File: src/rtl/bit_slicer_deser.sv
// Mid-bit slicer: samples the raw serial input using the measured bit period, hunts for a
// sync word, then deserialises bytes. `SYNC_INVERT_EN also accepts an inverted sync word.
module bit_slicer_deser #(
  parameter int unsigned           SYNC_WIDTH = 16,
  parameter logic [SYNC_WIDTH-1:0] SYNC_WORD  = 16'hA5C3,
  parameter int unsigned           MIN_PERIOD = 4,
  parameter int unsigned           MAX_RUN    = 32,
  parameter bit                    MSB_FIRST  = 1'b1
) (
  input  logic        clk_200M,
  input  logic        rst_n,
  input  logic        signal,
  input  logic [15:0] bit_period,
  output logic        bit_val,
  output logic        bit_strobe,
  output logic        locked,
  output logic        sync_found,
  output logic        lock_lost,
  output logic [7:0]  data_out,
  output logic        data_valid,
  output logic        inverted,
  // Debug view of the FSM: 0 = IDLE, 1 = HUNT, 2 = LOCKED
  output logic [1:0]  dbg_state
);

  typedef enum logic [1:0] {ST_IDLE = 2'd0, ST_HUNT = 2'd1, ST_LOCKED = 2'd2} state_t;

  localparam int unsigned RUN_W = $clog2(MAX_RUN + 2);

  state_t                state_q, state_d;
  logic                  meta_q, meta_d, sig_s_q, sig_s_d, sig_dly_q, sig_dly_d;
  logic [15:0]           cnt_q, cnt_d, tgt_q, tgt_d;
  logic [SYNC_WIDTH-1:0] sreg_q, sreg_d;
  logic [7:0]            byte_q, byte_d, data_out_q, data_out_d;
  logic [2:0]            idx_q, idx_d;
  logic [RUN_W-1:0]      run_q, run_d;
  logic                  bit_val_q, bit_val_d, bit_strobe_q, bit_strobe_d;
  logic                  sync_found_q, sync_found_d, lock_lost_q, lock_lost_d;
  logic                  data_valid_q, data_valid_d;
  logic                  inv_q;

  logic                  edge_det, period_ok, take, data_bit;
  logic [SYNC_WIDTH-1:0] sreg_shift;
  logic [7:0]            byte_shift;
  logic [RUN_W-1:0]      run_inc;

`ifdef SYNC_INVERT_EN
  logic inv_d;
  assign data_bit = sig_s_q ^ inv_q;
`else
  assign inv_q    = 1'b0;
  assign data_bit = sig_s_q;
`endif

  assign edge_det   = sig_s_q ^ sig_dly_q;
  assign period_ok  = bit_period >= 16'(MIN_PERIOD);
  // A sample needs a counter hit without a competing edge and a valid period outside IDLE
  assign take       = !edge_det && (cnt_q == tgt_q) && period_ok && (state_q != ST_IDLE);
  assign sreg_shift = {sreg_q[SYNC_WIDTH-2:0], sig_s_q};
  assign byte_shift = MSB_FIRST ? {byte_q[6:0], data_bit} : {data_bit, byte_q[7:1]};
  assign run_inc    = (run_q == '1) ? run_q : run_q + 1'b1;

  always_comb begin
    meta_d       = signal;
    sig_s_d      = meta_q;
    sig_dly_d    = sig_s_q;
    cnt_d        = cnt_q;
    tgt_d        = tgt_q;
    state_d      = state_q;
    sreg_d       = sreg_q;
    byte_d       = byte_q;
    idx_d        = idx_q;
    run_d        = run_q;
    bit_val_d    = bit_val_q;
    bit_strobe_d = 1'b0;
    sync_found_d = 1'b0;
    lock_lost_d  = 1'b0;
    data_out_d   = data_out_q;
    data_valid_d = 1'b0;
`ifdef SYNC_INVERT_EN
    inv_d        = inv_q;
`endif

    if (edge_det) begin
      cnt_d = 16'd1;
      tgt_d = bit_period >> 1;
    end else if (cnt_q == tgt_q) begin
      cnt_d = 16'd1;
      tgt_d = bit_period;
    end else if (cnt_q != 16'hFFFF) begin
      cnt_d = cnt_q + 16'd1;
    end

    if (edge_det) begin
      run_d = '0;
    end else if (take) begin
      run_d = run_inc;
    end

    if (take) begin
      bit_val_d    = sig_s_q;
      bit_strobe_d = 1'b1;
    end

    // An invalid period overrides everything else that could happen this cycle
    if (!period_ok) begin
      state_d = ST_IDLE;
      sreg_d  = '0;
      run_d   = '0;
      idx_d   = 3'd0;
      byte_d  = 8'd0;
`ifdef SYNC_INVERT_EN
      inv_d   = 1'b0;
`endif
    end else begin
      case (state_q)
        ST_IDLE: begin
          if (edge_det) state_d = ST_HUNT;
        end
        ST_HUNT: begin
          if (take) begin
            sreg_d = sreg_shift;
            if (sreg_shift == SYNC_WORD) begin
              sync_found_d = 1'b1;
              state_d      = ST_LOCKED;
              idx_d        = 3'd0;
`ifdef SYNC_INVERT_EN
              inv_d        = 1'b0;
            end else if (sreg_shift == ~SYNC_WORD) begin
              sync_found_d = 1'b1;
              state_d      = ST_LOCKED;
              idx_d        = 3'd0;
              inv_d        = 1'b1;
`endif
            end
          end
        end
        ST_LOCKED: begin
          if (take) begin
            if (run_inc > RUN_W'(MAX_RUN)) begin
              lock_lost_d = 1'b1;
              state_d     = ST_HUNT;
              sreg_d      = '0;
              idx_d       = 3'd0;
`ifdef SYNC_INVERT_EN
              inv_d       = 1'b0;
`endif
            end else begin
              byte_d = byte_shift;
              idx_d  = idx_q + 3'd1;
              if (idx_q == 3'd7) begin
                data_out_d   = byte_shift;
                data_valid_d = 1'b1;
              end
            end
          end
        end
        default: state_d = ST_IDLE;
      endcase
    end
  end

  always_ff @(posedge clk_200M or negedge rst_n) begin
    if (!rst_n) begin
      state_q      <= ST_IDLE;
      meta_q       <= 1'b0;
      sig_s_q      <= 1'b0;
      sig_dly_q    <= 1'b0;
      cnt_q        <= 16'd0;
      tgt_q        <= 16'd0;
      sreg_q       <= '0;
      byte_q       <= 8'd0;
      idx_q        <= 3'd0;
      run_q        <= '0;
      bit_val_q    <= 1'b0;
      bit_strobe_q <= 1'b0;
      sync_found_q <= 1'b0;
      lock_lost_q  <= 1'b0;
      data_out_q   <= 8'd0;
      data_valid_q <= 1'b0;
    end else begin
      state_q      <= state_d;
      meta_q       <= meta_d;
      sig_s_q      <= sig_s_d;
      sig_dly_q    <= sig_dly_d;
      cnt_q        <= cnt_d;
      tgt_q        <= tgt_d;
      sreg_q       <= sreg_d;
      byte_q       <= byte_d;
      idx_q        <= idx_d;
      run_q        <= run_d;
      bit_val_q    <= bit_val_d;
      bit_strobe_q <= bit_strobe_d;
      sync_found_q <= sync_found_d;
      lock_lost_q  <= lock_lost_d;
      data_out_q   <= data_out_d;
      data_valid_q <= data_valid_d;
    end
  end

`ifdef SYNC_INVERT_EN
  always_ff @(posedge clk_200M or negedge rst_n) begin
    if (!rst_n) inv_q <= 1'b0;
    else        inv_q <= inv_d;
  end
`endif

  assign bit_val    = bit_val_q;
  assign bit_strobe = bit_strobe_q;
  assign locked     = (state_q == ST_LOCKED);
  assign sync_found = sync_found_q;
  assign lock_lost  = lock_lost_q;
  assign data_out   = data_out_q;
  assign data_valid = data_valid_q;
  assign inverted   = inv_q;
  assign dbg_state  = state_q;

endmodule

File: config.mk
export PLATFORM = sky130hd
export DESIGN_NAME = bit_slicer_deser
export DESIGN_NICKNAME = d
export VERILOG_FILES = /design/src/rtl/bit_slicer_deser.sv
export SDC_FILE = /design/constraint.sdc
export NUM_CORES = 1
export LEC_CHECK = 0
export ABC_AREA = 1
export CAP_MARGIN = 10
export CORE_MARGIN = 5
export CORE_UTILIZATION = 50
export CTS_CLUSTER_SIZE = 25
export DETAILED_ROUTE_END_ITERATION = 8
export PLACE_DENSITY = 0.8
export SLEW_MARGIN = 20
export SYNTH_ARGS = -nofsm -noshare
export SYNTH_HDL_FRONTEND = slang
export SYNTH_SLANG_ARGS = --single-unit
File: constraint.sdc
create_clock -name clk_200M -period 2.2 [get_ports clk_200M]
set_clock_uncertainty 0.2 [all_clocks]
set_input_delay 0.44 -clock clk_200M [delete_from_list [all_inputs] [get_ports clk_200M]]
set_output_delay 0.44 -clock clk_200M [all_outputs]
set_load 0.03 [all_outputs]
# Word-level counts from Yosys, hierarchy flattened
# Index checks and enable logic that the tools add are counted.
# totals
reg_bits,81
wordCells,98
in_bits,19
out_inout_bits,17
# op_classes
n_bitwise,2
magnitude_cmp,2
eq_ne,17
n_mux,45
n_reduce_logical,13
add_sub_neg,3
# op_table
cell,n
16-bit two-way mux,5
15-bit two-way mux,4
15-bit case mux with 2 select lines,1
7-bit two-way mux,4
6-bit two-way mux,4
16-bit by 1-bit adder with 16-bit output (second input constant),1
16-bit equality test,1
16-bit equality test (second input constant),1
16-bit by 3-bit >= comparator with 1-bit output (second input constant),1
16-bit != test (second input constant),1
3-bit two-way mux,5
1-bit two-way mux,14
2-bit two-way mux,6
3-bit by 2-bit != test with 1-bit output (second input constant),4
5-bit AND reduction,2
3-bit != test (second input constant),3
4-bit AND reduction,2
6-bit by 1-bit adder with 6-bit output (second input constant),1
6-bit equality test (second input constant),1
6-bit greater-than comparator (second input constant),1
2-bit case mux with 3 select lines,1
3-bit case mux with 2 select lines,1
2-bit != test (second input constant),2
2-bit nonzero test,2
other kinds (12),14

# Logic depth before layout (Yosys ltp)
# Gate-level depths: netlist of run 1.
# depth
word_depth,8
depth_mapped,14
mapped_depth_nobuf,14

# Least setup slack after synthesis of run 1
# OpenSTA, ideal clock, no wires.
# synth_timing
kind,reg-to-reg
from,"reg state_q[1], in the netlist dbg_state[1]"
to,reg sreg_q[7]
t_arrival_ns,1.828
period_less_slack_ns,2.145
setup_time_ns,0.116
setup_slack_ns,0.055
path_buffers,1
path_stages_with_launch,10
t_required_ns,1.884
path_cell_list,dfrtp_1 > inv_1 > nor2_2 > inv_2 > nor2_1 > inv_1 > o21bai_4 > buf_4 > nand3_1 > nand2_1
# synth_between
elab_cells_between_ends,11
classes_between,eq/ne (6); mux (2); reduce/logical (3)
# synth_lines
element,line,text
start: declaration,30,"state_t state_q, state_d;"
start signal: assignment,182,state_q <= state_d;
2-bit equality test (*),-,
named net locked,16,"output logic locked,"
3-bit by 2-bit != test with 1-bit output (no line) or 15-bit case mux with 2 select lines (tied branches),-,
4-bit AND reduction (no line) or 15-bit two-way mux (tied branches),-,
end signal: assignment,188,sreg_q <= sreg_d;
end: declaration,33,"logic [SYNC_WIDTH-1:0] sreg_q, sreg_d;"
# Mark *: on every way through the listed nets, which the timed path passes. The rest lies on a longest branch.
# A chain may end at the register's enable or synchronous reset.

# Worst setup path in the final report of run 1
# layout_timing
from,reg run_q[0]
to,reg sreg_q[13]
# layout_between
elab_chain_len,5
elab_cells_between_ends,6
classes_between,add/sub (1); order compare (1); eq/ne (2); mux (1); reduce/logical (1)
# layout_rtl
element,line,text
start: declaration,36,"logic [RUN_W-1:0] run_q, run_d;"
start signal: assignment,191,run_q <= run_d;
6-bit by 1-bit adder with 6-bit output or 6-bit equality test (tied branches),61,assign run_inc = (run_q == '1) ? run_q : run_q + 1'b1;
6-bit two-way mux (*),61,
6-bit greater-than comparator (*),140,if (run_inc > RUN_W'(MAX_RUN)) begin
3-bit by 2-bit != test with 1-bit output (no line) (*),-,
4-bit AND reduction (no line) (*),-,
# Mark *: on every way between the ends. The rest lies on a longest branch, timed or not.

==> summary.md, run 1 <==
| Metric | Value |
|---|---|
| CTS tree | `yes` |
| Antenna Nets Post-Route | `0` |
| Worst path required time | `2260 ps` |
| HP Class | `reg -> reg` |
| Synthesis Warnings | `0` |
| Routability Congestion | `0.8978` |
| # DRC | `0` |
| Via/cell ratio | `5.154` |
| Vias | `4113` |
| Register area share after synthesis | `0.4618` |
| Synth Instances | `599` |
| Area added between synthesis and finish | `27.11%` |
| Commonest cells in the netlist | `191 x nand2_1, 81 x dfrtp_1, 77 x nor2_1` |
| Area leader, netlist | `dfrtp_1` |
| Worst r2r src | `run_q[0]` |
| Cts bufs inserted | `9` |
| GRT Overall Usage | `0.1939` |
| Max Slew Vio Count | `0` |
| Largest net degree at the start of global routing | `35` |
| Filler instances | `691` |
| Final core utilization | `0.6460` |
| Max Cap Viol | `0` |
| Final hold viol count | `0` |
| Worst VDD drop | `0.6644 mV` |
| Die Y | `103.7 um` |
| CTS H-tree lvls | `3` |
| Fin crit period | `2152 ps` |
| WL final | `10650 um` |
| Post-synth EDFFs | `0` |
| Library cells used by synthesis | `36` |
| Initial antenna violation count | `0` |
| Routed wire length per instance | `13.34 um` |
| Busiest layer in global routing | `met2` |
| Synth Cell Area | `0.004389 sq mm` |
| Crit Path Category | `reg -> reg` |
| Mapped Nets | `622` |
| Overflow after GRT | `0` |
| Top FF cell, synth | `dfrtp_1` |
| Element type at the critical path end | `flip-flop` |
| First-pass DRT Iterations | `4` |
| Worst skew pair latency | `360 ps` |
| Die ar. | `0.01075 sq mm` |
| Global routing usage on met2 | `0.3238` |
| Initial Utilization | `0.5083` |
| Top cell type's share of synthesized area | `0.4618` |
| Avg Inst Size Synth | `7.328 sq um` |
| # port buffers | `34` |
| Status | `finished clean` |
| I/O pin count | `36` |
| Met3 Use GR | `0.04415` |
| HP Start | `meta_q` |
| Crit Path Max Fanout | `9` |
| Clock root cell | `clkbuf_8` |
| Fin crit share | `0.9782` |
| Cells after DPL | `770` |
| RSZ-0062 raised after global routing | `true` |
| Cell Count, Final, Fillers Out | `798` |
| Ys async rst share | `1.000` |
| Dpl hpwl | `7461 um` |
| Fmax | `464.7 MHz` |
| Nets | `709` |
| WP data arrival | `2210 ps` |
| Met1 GRT Util | `0.2419` |
| Worst Setup Start Kind | `flip-flop` |
| Reg clk slew, reported paths | `80 ps` |
| Layout cell share with drive strength beyond 1 | `0.1957` |
| Clock tree buffer depth | `2` |
| Chip Width | `103.7 um` |
| Cell Rows | `34` |
| CTS Sinks | `81` |
| CP startpoint | `run_q[0]` |
| Endpoints failing setup | `0` |
| Top-count cell post-synth | `nand2_1` |
| Top post-synthesis cells by area | `dfrtp_1 46%, nand2_1 16%, nor2_1 6.6%` |
| Initial DRC count | `170` |
| #FFs+latches synth | `81` |
| CORE AREA | `0.008636 sq mm` |
| Antenna Diode Count | `0` |
| Pwr/cell area | `748.5 mW/mm^2` |
| Number of global-route vias before repair | `4042` |
| Leak | `2.750 nW` |
| Worst Hold Slack | `155.9 ps` |
| First-pass GRT wire length | `17630 um` |
-- report_power, final --
group	switching, mW	internal, mW
Clock	0.547	0.661
Combinational	0.687	0.499
Sequential	0.133	1.65
Total	1.37	2.81
-- registers in the layout, summed over array words and instances, names as in the netlist, 2 cells and up --
name / cells
byte_q: 7
dbg_state: 2
data_out: 8
cnt_q: 16
sreg_q: 15
tgt_q: 16
run_q: 6
idx_q: 3
-- final cells by class --
| type | count | area [sq um] | area share |
|---|---|---|---|
| clock inverter | 5 | 80.08 | 0.01435 |
| multi-input combinational | 426 | 2086 | 0.3739 |
| timing repair buffer | 92 | 827.0 | 0.1482 |
| tap | 108 | 135.1 | 0.02422 |
| inverter | 76 | 285.3 | 0.05113 |
| clock buffer | 10 | 137.6 | 0.02467 |
| sequential | 81 | 2028 | 0.3635 |
-- cells by family after synthesis --
group	after synthesis	synth area share
AOI/OAI and AO/OA	58	0.07639
xor gates and xnor gates	6	0.01197
adders and majority gates	4	0.01140
buffers and inverters	93	0.09236
DFF	81	0.4618
other	1	0.0008544
and+or+nand+nor	356	0.3452
-- cells in the final DEF, fill, tap and decap left out, types with 2 or more instances in the layout --
cell type and count:
nor3_2 2, nand3_1 40, bufinv_16 2, ha_1 2, clkbuf_8 10, dfrtp_1 80
nor2_1 67, nand2_4 3, nand2_2 12, nand2_1 185, o21ai_0 23, nor3_1 12
o21ai_2 2, o22ai_1 2, o211ai_1 2, buf_4 50, buf_6 4, a31oi_1 14
nor2_2 14, nand3_2 6, inv_1 62, clkinvlp_4 2, a21oi_1 9, inv_2 14
or2_1 2, xor2_1 3, xnor2_1 3, o21ai_1 3, nand4_1 8, buf_12 3
clkdlybuf4s50_1 31
-- metal layers --
layer	routed length (um)	up-vias
li1	-	2062
met1	4651	1931
met2	5277	95
met3	445	25
met4	274	0
met5	0	-
-- through the flow --
stage / instance area [sq um] / setup slack (ps) / power, mW / setup TNS [ps]
2_1_floorplan: 4389 / 55.47 / 2.446 / 0
3_3_place_gp: 5116 / -273.3 / 2.771 / -9475
3_5_place_dp: 5116 / -381.3 / 2.813 / -12870
4_1_cts: 5360 / 11.90 / 4.015 / 0
5_1_grt: 5579 / -85.32 / 4.412 / -790.5
6_report: 5579 / 48.05 / 4.176 / 0
-- final timing paths --
check | endpoint | slack [ps] | cells after the start
setup / recovery | sreg_q[13] | 50 | 14
hold / removal | data_bit | 160 | 0
setup reg to reg | sreg_q[13] | 50 | 14
hold reg to reg | data_bit | 160 | 0
max in group asynchronous | cnt_q[11] | 860 | 3
min in group asynchronous | tgt_q[10] | 350 | 2
-- critical path, cell delays in order, from the launching register on --
cell,delay (ps)
dfrtp_1,430
ha_4,190
nand2_2,90
inv_2,40
nand2_2,100
nand3_2,80
nor2_1,120
nand2_1,80
nand2_2,120
buf_6,120
o21bai_4,70
buf_12,150
buf_6,130
nand3_1,60
nand2_1,60
-- repair_timing --
action,4_1_cts,5_1_grt
endpoints found under the hold margin,29,0
cloned,0,2
hold buffers,1,0
buffers inserted,1,9
gates resized for setup,3,41
pin swaps,2,12
endpoints found under the setup margin,20,46
Note: power is estimated with default switching activity, not from simulation.
==> run 2: changes to the inputs <==
- PLACE_DENSITY: 0.8 -> 0.77
- clock period: 2.2 -> 2.25 ns (I/O delays scaled with it)
==> summary.md, run 2 (same netlist as run 1, synthesis figures left out) <==
| Metric | Value |
|---|---|
| Status | `finished clean` |
| Most frequent cells in the layout | `189 x nand2_1, 81 x dfrtp_1, 74 x nor2_1, 63 x inv_1` |
| Initial Utilization | `0.5083` |
| Total Power | `3.980 mW` |
| Worst Setup Start Kind | `input port` |
| Fin crit share | `0.9544` |
| Area added between synthesis and finish | `23.66%` |
| Antenna Diode Count | `0` |
| Fin crit period | `2147 ps` |
| Largest net degree at the start of global routing | `82` |
| Worst reg2reg path depth | `10` |
| Routed wire length per instance | `13.17 um` |
| Crit Path Category | `in -> reg` |
| CORE AREA | `0.008636 sq mm` |
| Cts bufs inserted | `9` |
| Final core utilization | `0.6285` |
| Worst VDD drop | `0.5253 mV` |
| Hold path cells | `0` |
| First-pass DRT Iterations | `5` |
| Leak | `2.714 nW` |
| WL final | `10390 um` |
| Fmax | `465.7 MHz` |
| Worst rel slew slack | `0.6670` |
| Final hold viol count | `0` |
| Max Slew Vio Count | `0` |
| Nets | `699` |
| Die Y | `103.7 um` |
| Commonest non-fill, non-tap cell in the layout | `nand2_1` |
| Layout cell share with drive strength beyond 1 | `0.1527` |
| Initial antenna violation count | `0` |
| Crit Path Max Fanout | `6` |
| Final setup margin | `102.6 ps` |
| # DRC | `0` |
| GRT Overall Usage | `0.1931` |
| Element type at the critical path end | `flip-flop` |
| Reg clk slew, reported paths | `80 ps` |
| # port buffers | `34` |
| First-pass GRT wire length | `17690 um` |
| HP Class | `reg -> reg` |
| Cell Rows | `34` |
| Max Cap Viol | `0` |
| Via/cell ratio | `5.138` |
| Slew @ Worst Pin | `499.0 ps` |
| Overflow after GRT | `0` |
| DP Worst Slack | `-296.6 ps` |
| Worst path required time | `2330 ps` |
| Endpoints failing setup | `0` |
| Antenna Nets Post-Route | `0` |
| Routability Congestion | `0.8915` |
| Pwr/cell area | `733.2 mW/mm^2` |
| CTS Sinks | `81` |
| Largest registers | `cnt_q x16, tgt_q x16, sreg_q x15` |
| Clock tree buffer depth | `2` |
| Clock root cell | `clkbuf_8` |
| Die ar. | `0.01075 sq mm` |
| I/O pin count | `36` |
| WP data arrival | `2230 ps` |
| CTS tree | `yes` |
| Chip Width | `103.7 um` |
| Vias | `4054` |
| Dpl hpwl | `7426 um` |
| Number of global-route vias before repair | `3908` |
| CTS H-tree lvls | `3` |
| Initial DRC count | `179` |
| Worst skew pair latency | `350 ps` |
## run 2: cell types whose count changed in the layout (fill, tap and decap cells not counted), moves of 2 or more
| cell | previous run | this run |
|---|---|---|
| nor2_1 | 67 | 74 |
| nor2_2 | 14 | 7 |
| nand3_1 | 40 | 46 |
| nand3_2 | 6 | 0 |
| nand2_2 | 12 | 7 |
| buf_4 | 50 | 46 |
| nand2_1 | 185 | 189 |
| buf_6 | 4 | 1 |
| clkinvlp_4 | 2 | 0 |
| o21ai_0 | 23 | 25 |
## run 2: cell type report
cell class                      instances  area (sq um)
Timing Repair Buffer                   83         735.7
Inverter                               76         285.3
Sequential cell                        81          2027
Clock buffer                           12         155.1
Tap cell                              108         135.1
Fill cell                             727          3208
Clock inverter                          4         73.82
Multi-Input combinational cell        425          2016
## run 2: critical path, stage by stage
cell and delay, ps:
clkdlybuf4s50_1 500, nor2_1 60, nand2_1 100, nor2_1 60, nand2_2 100, nand2_2 80, nor2_4 120, nand3_4 120
buf_12 170, nor2_8 140, buf_6 140, nand3_1 80, nand2_1 100
## run 2: worst paths after layout
| check | start | slack, ps | endpoint |
|---|---|---|---|
| max in group asynchronous | rst_n | 1030 | data_out[6] |
| max reg2reg | cnt_q[9] | 110 | data_out[2] |
| max | bit_period[5] | 100 | data_out[2] |
| min reg2reg | meta_q | 170 | data_bit |
| min in group asynchronous | rst_n | 430 | cnt_q[9] |
| min | meta_q | 170 | data_bit |
## run 2: layer usage
layer	GRT usage	share of wire	vias to the layer above
met5	0	0	-
met4	0.06105	0.018	0
met3	0.04415	0.045	16
met2	0.3306	0.49	90
met1	0.2416	0.44	1913
li1	-	-	2035
## run 2: power by group
group | internal, mW | switching [mW] | total [mW]
clock network | 0.689 | 0.531 | 1.22
registers | 1.61 | 0.125 | 1.74
logic | 0.416 | 0.608 | 1.02
total | 2.71 | 1.26 | 3.98
## run 2: metrics by stage
step / cell area, sq um / TNS (ps) / std cells / hold WS [ps]
final: 5428 / 0 / 789 / 165.1
after global routing: 5428 / -112.1 / 789 / 171.9
after CTS: 5349 / 0 / 785 / 169.0
after detailed placement: 5101 / -8981 / 768 / 149.5
after global placement: 5101 / -7156 / 768 / 138.9
after floorplan: 4389 / 0 / 599 / -45.59
## run 2: repair_timing
item	in CTS	in global routing
setup endpoints to repair	7	32
cloned	0	1
hold buffers	1	0
gates resized for setup	4	13
pin swaps	0	2
buffers inserted	0	3
hold endpoints to repair	81	0
==> run 3: changes to the inputs <==
- PLACE_DENSITY: 0.77 -> 0.73
==> summary.md, run 3 (same netlist as run 1, synthesis figures left out) <==
| Metric | Value |
|---|---|
| Status | `finished clean` |
| Number of global-route vias before repair | `3879` |
| Buf/Inv on CP | `1` |
| Chip Width | `103.7 um` |
| Max Cap Viol | `0` |
| WL final | `10290 um` |
| CP peak stage delay | `700 ps` |
| WHS Endpoint | `data_bit` |
| Cell Count, Final, Fillers Out | `792` |
| Area added between synthesis and finish | `22.81%` |
| Clock root cell | `clkbuf_8` |
| Largest net degree at the start of global routing | `37` |
| Fin crit period | `2125 ps` |
| Routability Congestion | `0.9072` |
| Vias | `4035` |
| HP Class | `reg -> reg` |
| First-pass GRT wire length | `17820 um` |
| Worst path required time | `1600 ps` |
| FF-to-FF End | `data_out[1]` |
| CTS H-tree lvls | `3` |
| Pwr/cell area | `687.8 mW/mm^2` |
| Clock tree buffer depth | `2` |
| Multi-input logic area | `0.002023 sq mm` |
| GRT Overall Usage | `0.1950` |
| DP Worst Slack | `-342.4 ps` |
| Cells after DPL | `770` |
| Hold path cells | `0` |
| Final core utilization | `0.6242` |
| Worst r2r src | `run_q[0]` |
| FF+latch area | `0.002027 sq mm` |
| Fin crit share | `0.9444` |
| Final Instance Area | `0.005390 sq mm` |
| Worst VDD drop | `0.5096 mV` |
| Cell Rows | `34` |
| I/O pin count | `36` |
| Total Power | `3.708 mW` |
| CTS Sinks | `81` |
| # port buffers | `34` |
| Worst rel slew slack | `0.6563` |
| Endpoints failing setup | `0` |
| HP Start | `meta_q` |
| Worst skew pair latency | `350 ps` |
| Leak | `2.684 nW` |
| Reg clk slew, reported paths | `80 ps` |
| Commonest non-fill, non-tap cell in the layout | `nand2_1` |
| Worst path top cell family by delay | `buffers and inverters` |
| Layout cell share with drive strength beyond 1 | `0.1564` |
| Routed wire length per instance | `12.99 um` |
| Overflow after GRT | `0` |
| Element type at the critical path end | `output pin` |
| Filler instances | `746` |
| Most frequent cells in the layout | `189 x nand2_1, 81 x dfrtp_1, 71 x nor2_1, 64 x inv_1, 50 x buf_4` |
| Initial DRC count | `162` |
| RSZ-0062 raised after global routing | `true` |
| Via/cell ratio | `5.095` |
| CP Cell Sequence | `clkdlybuf4s50_1` |
| Die Y | `103.7 um` |
| Antenna Nets Post-Route | `0` |
| Initial antenna violation count | `0` |
| Worst Setup Start Kind | `flip-flop` |
| CTS tree | `yes` |
| Setup TNS | `0 ps` |
| Antenna Diode Count | `0` |
| Cts bufs inserted | `9` |
| Initial Utilization | `0.5083` |
| Area after DPL | `0.005116 sq mm` |
| Slowest library cell on the worst path | `clkdlybuf4s50_1` |
| Max Slew Vio Count | `0` |
| Nets | `702` |
| # DRC | `0` |
| Worst reg2reg path depth | `13` |
| Crit Path Category | `reg -> out` |
| WP data arrival | `1470 ps` |
| Dpl hpwl | `7510 um` |
| Fmax | `470.6 MHz` |
| Final setup margin | `125.1 ps` |
| Worst Hold Slack | `167.9 ps` |
| CORE AREA | `0.008636 sq mm` |
| First-pass DRT Iterations | `5` |
| R2R Setup Slk | `150 ps` |
| Largest registers | `cnt_q x16, tgt_q x16, sreg_q x15` |
| Slew @ Worst Pin | `515.0 ps` |
| Final hold viol count | `0` |
| Die ar. | `0.01075 sq mm` |
| Crit Path Max Fanout | `5` |
## run 3: changes by cell type in the layout (fill, tap and decap cells not counted), sizes merged
cell / before / now
clkinvlp: 0 / 4
buf: 49 / 52
bufinv: 2 / 0
clkinv: 1 / 0
inv: 77 / 76
## run 3: power breakdown
part / switching, mW / internal, mW / total (mW)
sequential: 0.124 / 1.61 / 1.73
clock: 0.539 / 0.402 / 0.941
combinational: 0.609 / 0.423 / 1.03
## run 3: worst register-to-register path, stage by stage (launching register included)
cell and delay, ps:
dfrtp_1 410, ha_4 180, nand2_1 90, inv_1 80
nand2_2 110, nand3_1 80, nor2_1 100, nand2_1 90
nand2_4 120, nand2_2 100, nor2_8 170, buf_4 160
nand3_1 80, nand2_1 90
## run 3: how the worst max path moves through the flow
stage	startpoint	to	slack [ps]	depth (start not counted)
6_report	dbg_state[0]	dbg_state[0]	130	1
2_1_floorplan	dbg_state[1]	sreg_q[7]	110	9
3_5_place_dp	bit_period[3]	idx_q[2]	-340	12
5_1_grt	cnt_q[0]	cnt_q[5]	-20	9
4_1_cts	run_q[0]	data_out[5]	20	13
3_3_place_gp	bit_period[3]	data_out[6]	-240	12
## run 3: layout make-up
cell class,instances,share of cell area
flip-flops and latches,81,0.3760
clock buffers,12,0.02507
repair buffers,86,0.1400
inverters,76,0.05292
well taps,108,0.02507
clock inverters,4,0.005571
multi-input cells,425,0.3753
## run 3: repair_timing
item                       4_1_cts  5_1_grt
hold buffers                     1        0
setup buffers                    0        5
hold endpoints to repair        21        0
gates resized for setup          3       16
setup endpoints to repair        7       43
pin swaps                        0        4
## run 3: layer usage
metal / up-vias / GRT usage / wire [um] / part of all wire
met3: 21 / 0.04167 / 374 / 0.036
li1: 2050 / - / - / -
met5: - / 0 / 0 / 0
met1: 1874 / 0.2501 / 4561 / 0.44
met2: 90 / 0.3338 / 5154 / 0.50
met4: 0 / 0.05180 / 202 / 0.020
